### src/rtl/limdff_op_sequencer_if.sv
// Command handshake between a command source and the LiMDff op sequencer.
interface limdff_op_sequencer_if #(
  parameter int unsigned WIDTH = 8
);
  logic             cmd_valid;
  logic             cmd_ready;
  logic [2:0]       cmd_op;
  logic [WIDTH-1:0] cmd_data;
  logic [3:0]       cmd_repeat;

  modport master (output cmd_valid, cmd_op, cmd_data, cmd_repeat, input cmd_ready);
  modport slave  (input cmd_valid, cmd_op, cmd_data, cmd_repeat, output cmd_ready);
endinterface

### src/rtl/limdff_op_sequencer.sv
// Buffers opcode+operand commands in a small FIFO and issues each one to the
// LiMDff control lines for repeat+1 cycles, driving HOLD whenever nothing issues.
module limdff_op_sequencer #(
  parameter int unsigned WIDTH = 8,
  parameter int unsigned DEPTH = 4
) (
  input  logic                 clk,
  input  logic                 rst,
  limdff_op_sequencer_if.slave cmd,
  input  logic                 flush,
  input  logic                 stall,
  output logic                 do_force,
  output logic                 do_invert,
  output logic                 do_nand,
  output logic                 do_nxor,
  output logic [WIDTH-1:0]     lim_in,
  output logic                 op_fire,
  output logic                 op_done,
  output logic                 idle
);

  localparam int unsigned AW = $clog2(DEPTH);

  typedef enum logic [2:0] {
    OP_HOLD = 3'd0,
    OP_SET  = 3'd1,
    OP_NAND = 3'd2,
    OP_AND  = 3'd3,
    OP_NXOR = 3'd4,
    OP_XOR  = 3'd5,
    OP_NOR  = 3'd6,
    OP_OR   = 3'd7
  } op_e;

  typedef enum logic [1:0] {
    S_IDLE,
    S_RUN,
    S_PAUSE
  } state_e;

  typedef struct packed {
    op_e              op;
    logic [WIDTH-1:0] data;
    logic [3:0]       rep;
  } entry_t;

  entry_t          mem_q [DEPTH];
  entry_t          mem_d [DEPTH];
  logic [AW-1:0]   wr_ptr_q, wr_ptr_d;
  logic [AW-1:0]   rd_ptr_q, rd_ptr_d;
  logic [AW:0]     count_q, count_d;
  logic [3:0]      rep_cnt_q, rep_cnt_d;

  entry_t          head;
  state_e          state;
  logic            full;
  logic            empty;
  logic            ready;
  logic            push;
  logic            pop;

  // Issue mode is resolved each cycle from occupancy and the live stall/flush
  // inputs, so stall and flush take effect on the outputs in the same cycle.
  always_comb begin
    full  = (count_q == (AW + 1)'(DEPTH));
    empty = (count_q == '0);
    head  = mem_q[rd_ptr_q];

    if (rst || flush || empty) begin
      state = S_IDLE;
    end else if (stall) begin
      state = S_PAUSE;
    end else begin
      state = S_RUN;
    end

    ready = !full && !rst && !flush;
    push  = cmd.cmd_valid && ready;
    pop   = (state == S_RUN) && (rep_cnt_q == head.rep);
  end

  always_comb begin
    mem_d     = mem_q;
    wr_ptr_d  = wr_ptr_q;
    rd_ptr_d  = rd_ptr_q;
    count_d   = count_q;
    rep_cnt_d = rep_cnt_q;

    if (push) begin
      mem_d[wr_ptr_q] = '{op: op_e'(cmd.cmd_op), data: cmd.cmd_data, rep: cmd.cmd_repeat};
      wr_ptr_d        = wr_ptr_q + AW'(1);
    end

    if (state == S_RUN) begin
      if (pop) begin
        rd_ptr_d  = rd_ptr_q + AW'(1);
        rep_cnt_d = '0;
      end else begin
        rep_cnt_d = rep_cnt_q + 4'd1;
      end
    end

    case ({push, pop})
      2'b10:   count_d = count_q + (AW + 1)'(1);
      2'b01:   count_d = count_q - (AW + 1)'(1);
      default: count_d = count_q;
    endcase

    if (flush) begin
      wr_ptr_d  = '0;
      rd_ptr_d  = '0;
      count_d   = '0;
      rep_cnt_d = '0;
    end
  end

  always_comb begin
    do_force  = 1'b0;
    do_invert = 1'b1;
    do_nand   = 1'b0;
    do_nxor   = 1'b0;
    lim_in    = '0;
    op_fire   = 1'b0;
    op_done   = 1'b0;

    if (state == S_RUN) begin
      op_done = pop;
      op_fire = (head.op != OP_HOLD);
      if (head.op != OP_HOLD) begin
        lim_in = head.data;
      end
      case (head.op)
        OP_SET:  begin do_force = 1'b1; do_invert = 1'b0; end
        OP_NAND: begin do_nand  = 1'b1; do_invert = 1'b0; end
        OP_AND:  begin do_nand  = 1'b1; do_invert = 1'b1; end
        OP_NXOR: begin do_nxor  = 1'b1; do_invert = 1'b0; end
        OP_XOR:  begin do_nxor  = 1'b1; do_invert = 1'b1; end
        OP_NOR:  begin do_invert = 1'b0; end
        OP_OR:   begin do_invert = 1'b1; end
        default: begin do_invert = 1'b1; end
      endcase
    end

    idle          = rst || empty;
    cmd.cmd_ready = ready;
  end

  always_ff @(posedge clk) begin
    mem_q <= mem_d;
    if (rst) begin
      wr_ptr_q  <= '0;
      rd_ptr_q  <= '0;
      count_q   <= '0;
      rep_cnt_q <= '0;
    end else begin
      wr_ptr_q  <= wr_ptr_d;
      rd_ptr_q  <= rd_ptr_d;
      count_q   <= count_d;
      rep_cnt_q <= rep_cnt_d;
    end
  end

endmodule

### src/flat_wrapper.sv
// flat-port wrapper written by rule: the top's interface ports become plain ports
module limdff_op_sequencer_flat 
#(
  parameter int unsigned WIDTH = 8,
  parameter int unsigned DEPTH = 4
)
  (clk, rst, flush, stall, do_force, do_invert, do_nand, do_nxor, lim_in, op_fire, op_done, idle, cmd_cmd_valid, cmd_cmd_op, cmd_cmd_data, cmd_cmd_repeat, cmd_cmd_ready);
  limdff_op_sequencer_if #(.WIDTH(WIDTH)) cmd_i ();
  input  logic clk;
  input  logic rst;
  input  logic flush;
  input  logic stall;
  output logic do_force;
  output logic do_invert;
  output logic do_nand;
  output logic do_nxor;
  output logic [WIDTH-1:0] lim_in;
  output logic op_fire;
  output logic op_done;
  output logic idle;
  input wire logic [$bits(cmd_i.cmd_valid)-1:0] cmd_cmd_valid;
  input wire logic [$bits(cmd_i.cmd_op)-1:0] cmd_cmd_op;
  input wire logic [$bits(cmd_i.cmd_data)-1:0] cmd_cmd_data;
  input wire logic [$bits(cmd_i.cmd_repeat)-1:0] cmd_cmd_repeat;
  output wire logic [$bits(cmd_i.cmd_ready)-1:0] cmd_cmd_ready;
  assign cmd_i.cmd_valid = cmd_cmd_valid;
  assign cmd_i.cmd_op = cmd_cmd_op;
  assign cmd_i.cmd_data = cmd_cmd_data;
  assign cmd_i.cmd_repeat = cmd_cmd_repeat;
  assign cmd_cmd_ready = cmd_i.cmd_ready;
  limdff_op_sequencer #(.WIDTH(WIDTH), .DEPTH(DEPTH)) u_core (.clk(clk), .rst(rst), .cmd(cmd_i), .flush(flush), .stall(stall), .do_force(do_force), .do_invert(do_invert), .do_nand(do_nand), .do_nxor(do_nxor), .lim_in(lim_in), .op_fire(op_fire), .op_done(op_done), .idle(idle));
endmodule
### config.mk
export PLATFORM = sky130hd
export DESIGN_NAME = limdff_op_sequencer_flat
export DESIGN_NICKNAME = d
export VERILOG_FILES = /design/src/rtl/limdff_op_sequencer_if.sv /design/src/rtl/limdff_op_sequencer.sv /design/src/flat_wrapper.sv
export SDC_FILE = /design/constraint.sdc
export NUM_CORES = 1
export LEC_CHECK = 0
export ABC_AREA = 1
export CORE_MARGIN = 8
export CORE_UTILIZATION = 30
export DETAILED_ROUTE_END_ITERATION = 7
export GPL_TIMING_DRIVEN = 0
export PLACE_DENSITY = 0.53
export SYNTH_ARGS = -nofsm -noshare
export SYNTH_HDL_FRONTEND = slang
export SYNTH_SLANG_ARGS = --single-unit
### constraint.sdc
create_clock -name clk -period 4.7 [get_ports clk]
set_input_delay 1.41 -clock clk [delete_from_list [all_inputs] [get_ports clk]]
set_output_delay 1.41 -clock clk [all_outputs]
set_load 0.02 [all_outputs]
== Word level (Yosys, flattened, before mapping) ==
Cells that the tools add are included.
Word-level totals
  output and inout port bits: 16
  logic and storage cells: 78
  input bits: 20
  bits in registers: 71
Operators by class
  reduce and logical (&&, ||, !) cells: 19
  add/sub/neg operators: 5
  bitwise operators: 2
  multiplexer cells: 22
  equality and inequality tests: 11
  order comparisons: 3
Operators by type and width (count)
  60-bit bitwise mux: 1
  15-bit two-way mux: 3
  15-bit binary-select mux with 2-bit select: 1
  15-bit demux with 2-bit select: 1
  8-bit two-way mux: 2
  3-bit equality test (second input constant): 4
  1-bit two-way mux: 10
  3-bit by 2-bit equality test with 1-bit output (second input constant): 2
  3-bit greater-or-equal comparator (second input constant): 2
  2-bit inverter with 3-bit output: 2
  3-bit case mux with 2 select lines: 1
  2-bit OR reduction: 3
  1-bit logical AND: 5
  2-bit by 1-bit adder with 2-bit output (second input constant): 2
  4-bit by 1-bit adder with 4-bit output (second input constant): 1
  2-bit by 1-bit equality test with 1-bit output (second input constant): 2
  4-bit equality test: 1
  2-bit two-way mux: 2
  4-bit two-way mux: 1
  4-bit OR reduction: 1
  3-bit by 1-bit adder with 3-bit output (second input constant): 1
  3-bit by 1-bit equality test with 1-bit output (second input constant): 1
  1-bit logical NOT: 3
  3-bit logical NOT: 1
  other kinds (7): 9

== Longest topological paths before layout ==
  depth in word-level cells: 8
  depth in mapped cells: 17
  mapped depth without buffers: 16

== Worst setup path before layout ==
OpenSTA, ideal clock, no wires.
  kind: input to output
  start point: input port flush
  end point: output port do_nxor
  setup slack: 0.863 ns
  stages on the path: 5
  buffers on the path: 0
  arrival time: 2.427 ns
  required time: 3.290 ns
  path through: nor2_4 -> nand2_1 -> nor2_4 -> inv_2 -> nor3_1
On the way
  cells in the longest elaborated chain, start to end: 5
Ends and longest elaborated chain
  start: declaration: line flat_wrapper.sv:11  | input logic flush;
  1-bit logical OR (2 in series): line limdff_op_sequencer.sv:69  | if (rst || flush || empty) begin
  2-bit two-way mux: line limdff_op_sequencer.sv:69
  2-bit by 1-bit equality test with 1-bit output: line limdff_op_sequencer.sv:126  | if (state == S_RUN) begin
  1-bit two-way mux: line limdff_op_sequencer.sv:126
  end: declaration: line flat_wrapper.sv:16  | output logic do_nxor;
No other way between the ends.

== Worst setup path in the final report ==
  start point: input port rst
  end point: output port do_force
On the way
  cells in the longest elaborated chain, start to end: 5
Ends and longest elaborated chain
  start: declaration: line flat_wrapper.sv:10  | input logic rst;
  1-bit logical OR (2 in series): line limdff_op_sequencer.sv:69
  2-bit two-way mux: line limdff_op_sequencer.sv:69
  2-bit by 1-bit equality test with 1-bit output: line limdff_op_sequencer.sv:126
  1-bit two-way mux: line limdff_op_sequencer.sv:126
  end: declaration: line flat_wrapper.sv:13  | output logic do_force;
No other way between the ends.

==> results.json <==
{
  "min_period_ns": 4.60,
  "drt_iter0_drc": 88,
  "io_buffers": 35,
  "via_per_inst": 4.47,
  "setup_violations": 0,
  "tightestPinTransition_ns": 0.976,
  "crit_type": "in2out",
  "routed_wl_um": 7110,
  "start_util": 0.304,
  "htree_num_levels": 3,
  "relSlewSlack": 0.349,
  "finalHoldViolCount": 0,
  "ys_seq_area_frac": 0.657,
  "synthCells": 282,
  "antenna_found_initial": 0,
  "area_growth_pct": 24.1,
  "drc": 0,
  "gp_congestion": 0.736,
  "synth_top_area_frac": 0.585,
  "swShare": 0.215,
  "synthTopCellsByArea": "edfxtp_1 (59%), dfxtp_1 (7.2%), nor2_1 (5.5%), nand2_1 (4.9%), o21ai_0 (4.4%)",
  "crit_fanout": 5,
  "place_ws_ns": -0.345,
  "yosysMostFrequentCell": "edfxtp_1",
  "synth_largest_area_cell": "edfxtp_1",
  "p_leak_nw": 1.43,
  "synth_flop_cell": "edfxtp_1",
  "async_flop_share": 0,
  "critPathCaptureType": "primary output",
  "yosysWarnings": 0,
  "synth_nets": 309,
  "status": "finished, final reports clean",
  "max-vdd-ir-drop_mv": 0.129,
  "ys_ff_latch": 71,
  "clk_latency_ns": 0.34,
  "clock-sinks": 71,
  "worst_slack_ns": 0.0967,
  "crit_arrival_ns": 3.19,
  "hp-class": "reg2reg",
  "drv_slew": 0,
  "drive_above_1_share": 0.137,
  "ios": 36,
  "overflow": 0,
  "die_w_um": 117,
  "synth.cell_area_mm2": 0.00308,
  "cts_tree": "done",
  "die_y_um": 117,
  "root_buffer": "clkbuf_8",
  "ant_nets": 0,
  "grt_start_max_net_pins": 16,
  "power_mw": 1.21,
  "syn_avg_cell_area_um2": 10.9,
  "clock_path_buffers": 2,
  "cts_buffers": 9,
  "switching_power_mw": 0.261,
  "yosysUniqueCellTypes": 31,
  "ys_top_cells_by_count": "edfxtp_1 (60), nor2_1 (45), nand2_1 (40)",
  "dieArea_mm2": 0.0138,
  "internal_power_mw": 0.953,
  "critical_path_required_ns": 3.29,
  "firstDrtPassIters": 4,
  "max_freq_mhz": 217,
  "period_share": 0.979,
  "place_hpwl_um": 4630,
  "power_density_mw_per_mm2": 318,
  "rsz0062_at_grt": "true",
  "p_clk_frac": 0.394,
  "routedWlPerCell_um": 15.1,
  "grt.total_usage": 0.106,
  "grt_pass1_wl_um": 11300,
  "fin_worst_skew_ns": 0.0126,
  "grt_pass1_vias": 2146,
  "synth_edf_count": 60,
  "seqPwrFrac": 0.568,
  "core-area_mm2": 0.0101,
  "cts.clk_slew.worst_paths_ns": 0.07,
  "max_cap_violations": 0,
  "setup.worst_path.start_class": "primary input",
  "pwr-share-comb": 0.039,
  "via_count": 2109,
  "fin_nets": 358,
  "diodes": 0,
  "row_count": 37
}
-- metrics by stage --
step / TNS (ns) / instance area (µm²) / cells / utilization / hold slack (ns)
after global placement: -3.07 / 3600 / 453 / 0.355 / 0.466
after detailed placement: -3.33 / 3620 / 454 / 0.357 / 0.473
after floorplan: 0 / 3080 / 282 / - / 0.444
after CTS: 0 / 3810 / 472 / 0.376 / 0.491
after global routing: -0.0224 / 3820 / 472 / 0.377 / 0.512
final: 0 / 3820 / 472 / 0.377 / 0.491
-- per-layer routing --
layer | vias to the layer above | routed length [µm] | track usage
li1 | 1059 | - | -
met3 | 11 | 256 | 0.0240
met1 | 1002 | 3240 | 0.123
met5 | - | 0 | 0
met2 | 37 | 3480 | 0.178
met4 | 0 | 136 | 0.0535
-- sequential cells by signal (all words and copies together) (netlist names) --
name              flops
u_core.mem_q         60
u_core.wr_ptr_q       2
u_core.rep_cnt_q      4
u_core.count_q        3
u_core.rd_ptr_q       2
-- power by group through the flow --
stage / sequential (mW) / combinational [mW] / clock, mW
floorplan: 0.703 / 0.0174 / 0
global placement: 0.703 / 0.0452 / 0
detailed placement: 0.703 / 0.0468 / 0
CTS: 0.689 / 0.0475 / 0.491
global route: 0.690 / 0.0524 / 0.513
finish: 0.689 / 0.0471 / 0.478
-- cells by family after synthesis --
family                     Yosys count  synth area share
AOI/OAI and AO/OA                   51            0.0870
xor gates and xnor gates             2           0.00813
adders and majority gates            7            0.0309
buffers and inverters               37            0.0504
DFF                                 71             0.657
and+or+nand+nor                    114             0.167
-- cell type report --
cell class / instances / area [µm²]
Inverter: 28 / 105
Clock buffer: 10 / 128
Buffer: 9 / 50.0
Sequential cell: 71 / 2020
Multi-Input combinational cell: 174 / 917
Timing Repair Buffer: 38 / 368
Tap cell: 136 / 170
Clock inverter: 6 / 61.3
Fill cell: 986 / 6320
-- cells in the final DEF, fill, tap and decap left out, types with 2 or more instances in the layout --
| cell type | n |
|---|---|
| edfxtp_1 | 60 |
| nor2_1 | 41 |
| nand2_1 | 40 |
| o21ai_0 | 27 |
| clkdlybuf4s50_1 | 25 |
| inv_1 | 21 |
| a21oi_1 | 20 |
| nand3_1 | 13 |
| dfxtp_1 | 11 |
| clkbuf_8 | 9 |
| dlygate4sd2_1 | 9 |
| inv_2 | 6 |
| ha_1 | 6 |
| nor2_2 | 5 |
| buf_2 | 4 |
| buf_4 | 3 |
| nor2_4 | 3 |
| nor3_1 | 3 |
| clkbuf_1 | 3 |
| clkinv_2 | 3 |
| buf_6 | 2 |
| nand3_2 | 2 |
| nand2_2 | 2 |
| nand4_1 | 2 |
-- critical path, cell delays in order --
cell,delay [ns]
clkdlybuf4s50_1,0.46
nor2_4,0.13
nand2_1,0.08
nor2_4,0.20
nand2_1,0.11
nor3_1,0.15
clkdlybuf4s50_1,0.64
-- worst paths after layout --
kind | cells after the start | from | end | slack, ns
max | 7 | rst | do_force | 0.1
min | 2 | u_core.count_q[2]$_SDFFE_PP0P_ | u_core.count_q[2]$_SDFFE_PP0P_ | 0.49
max reg2reg | 16 | u_core.rd_ptr_q[0]$_SDFFE_PP0P_ | u_core.count_q[2]$_SDFFE_PP0P_ | 2.14
min reg2reg | 2 | u_core.count_q[2]$_SDFFE_PP0P_ | u_core.count_q[2]$_SDFFE_PP0P_ | 0.49
-- what timing repair did --
item,in CTS,in global routing
gates cloned,0,0
pin swaps,2,0
setup buffers,2,0
setup endpoints to repair,14,2
resized for setup,9,2
hold buffers,0,0
(Power assumes the default switching activity.)
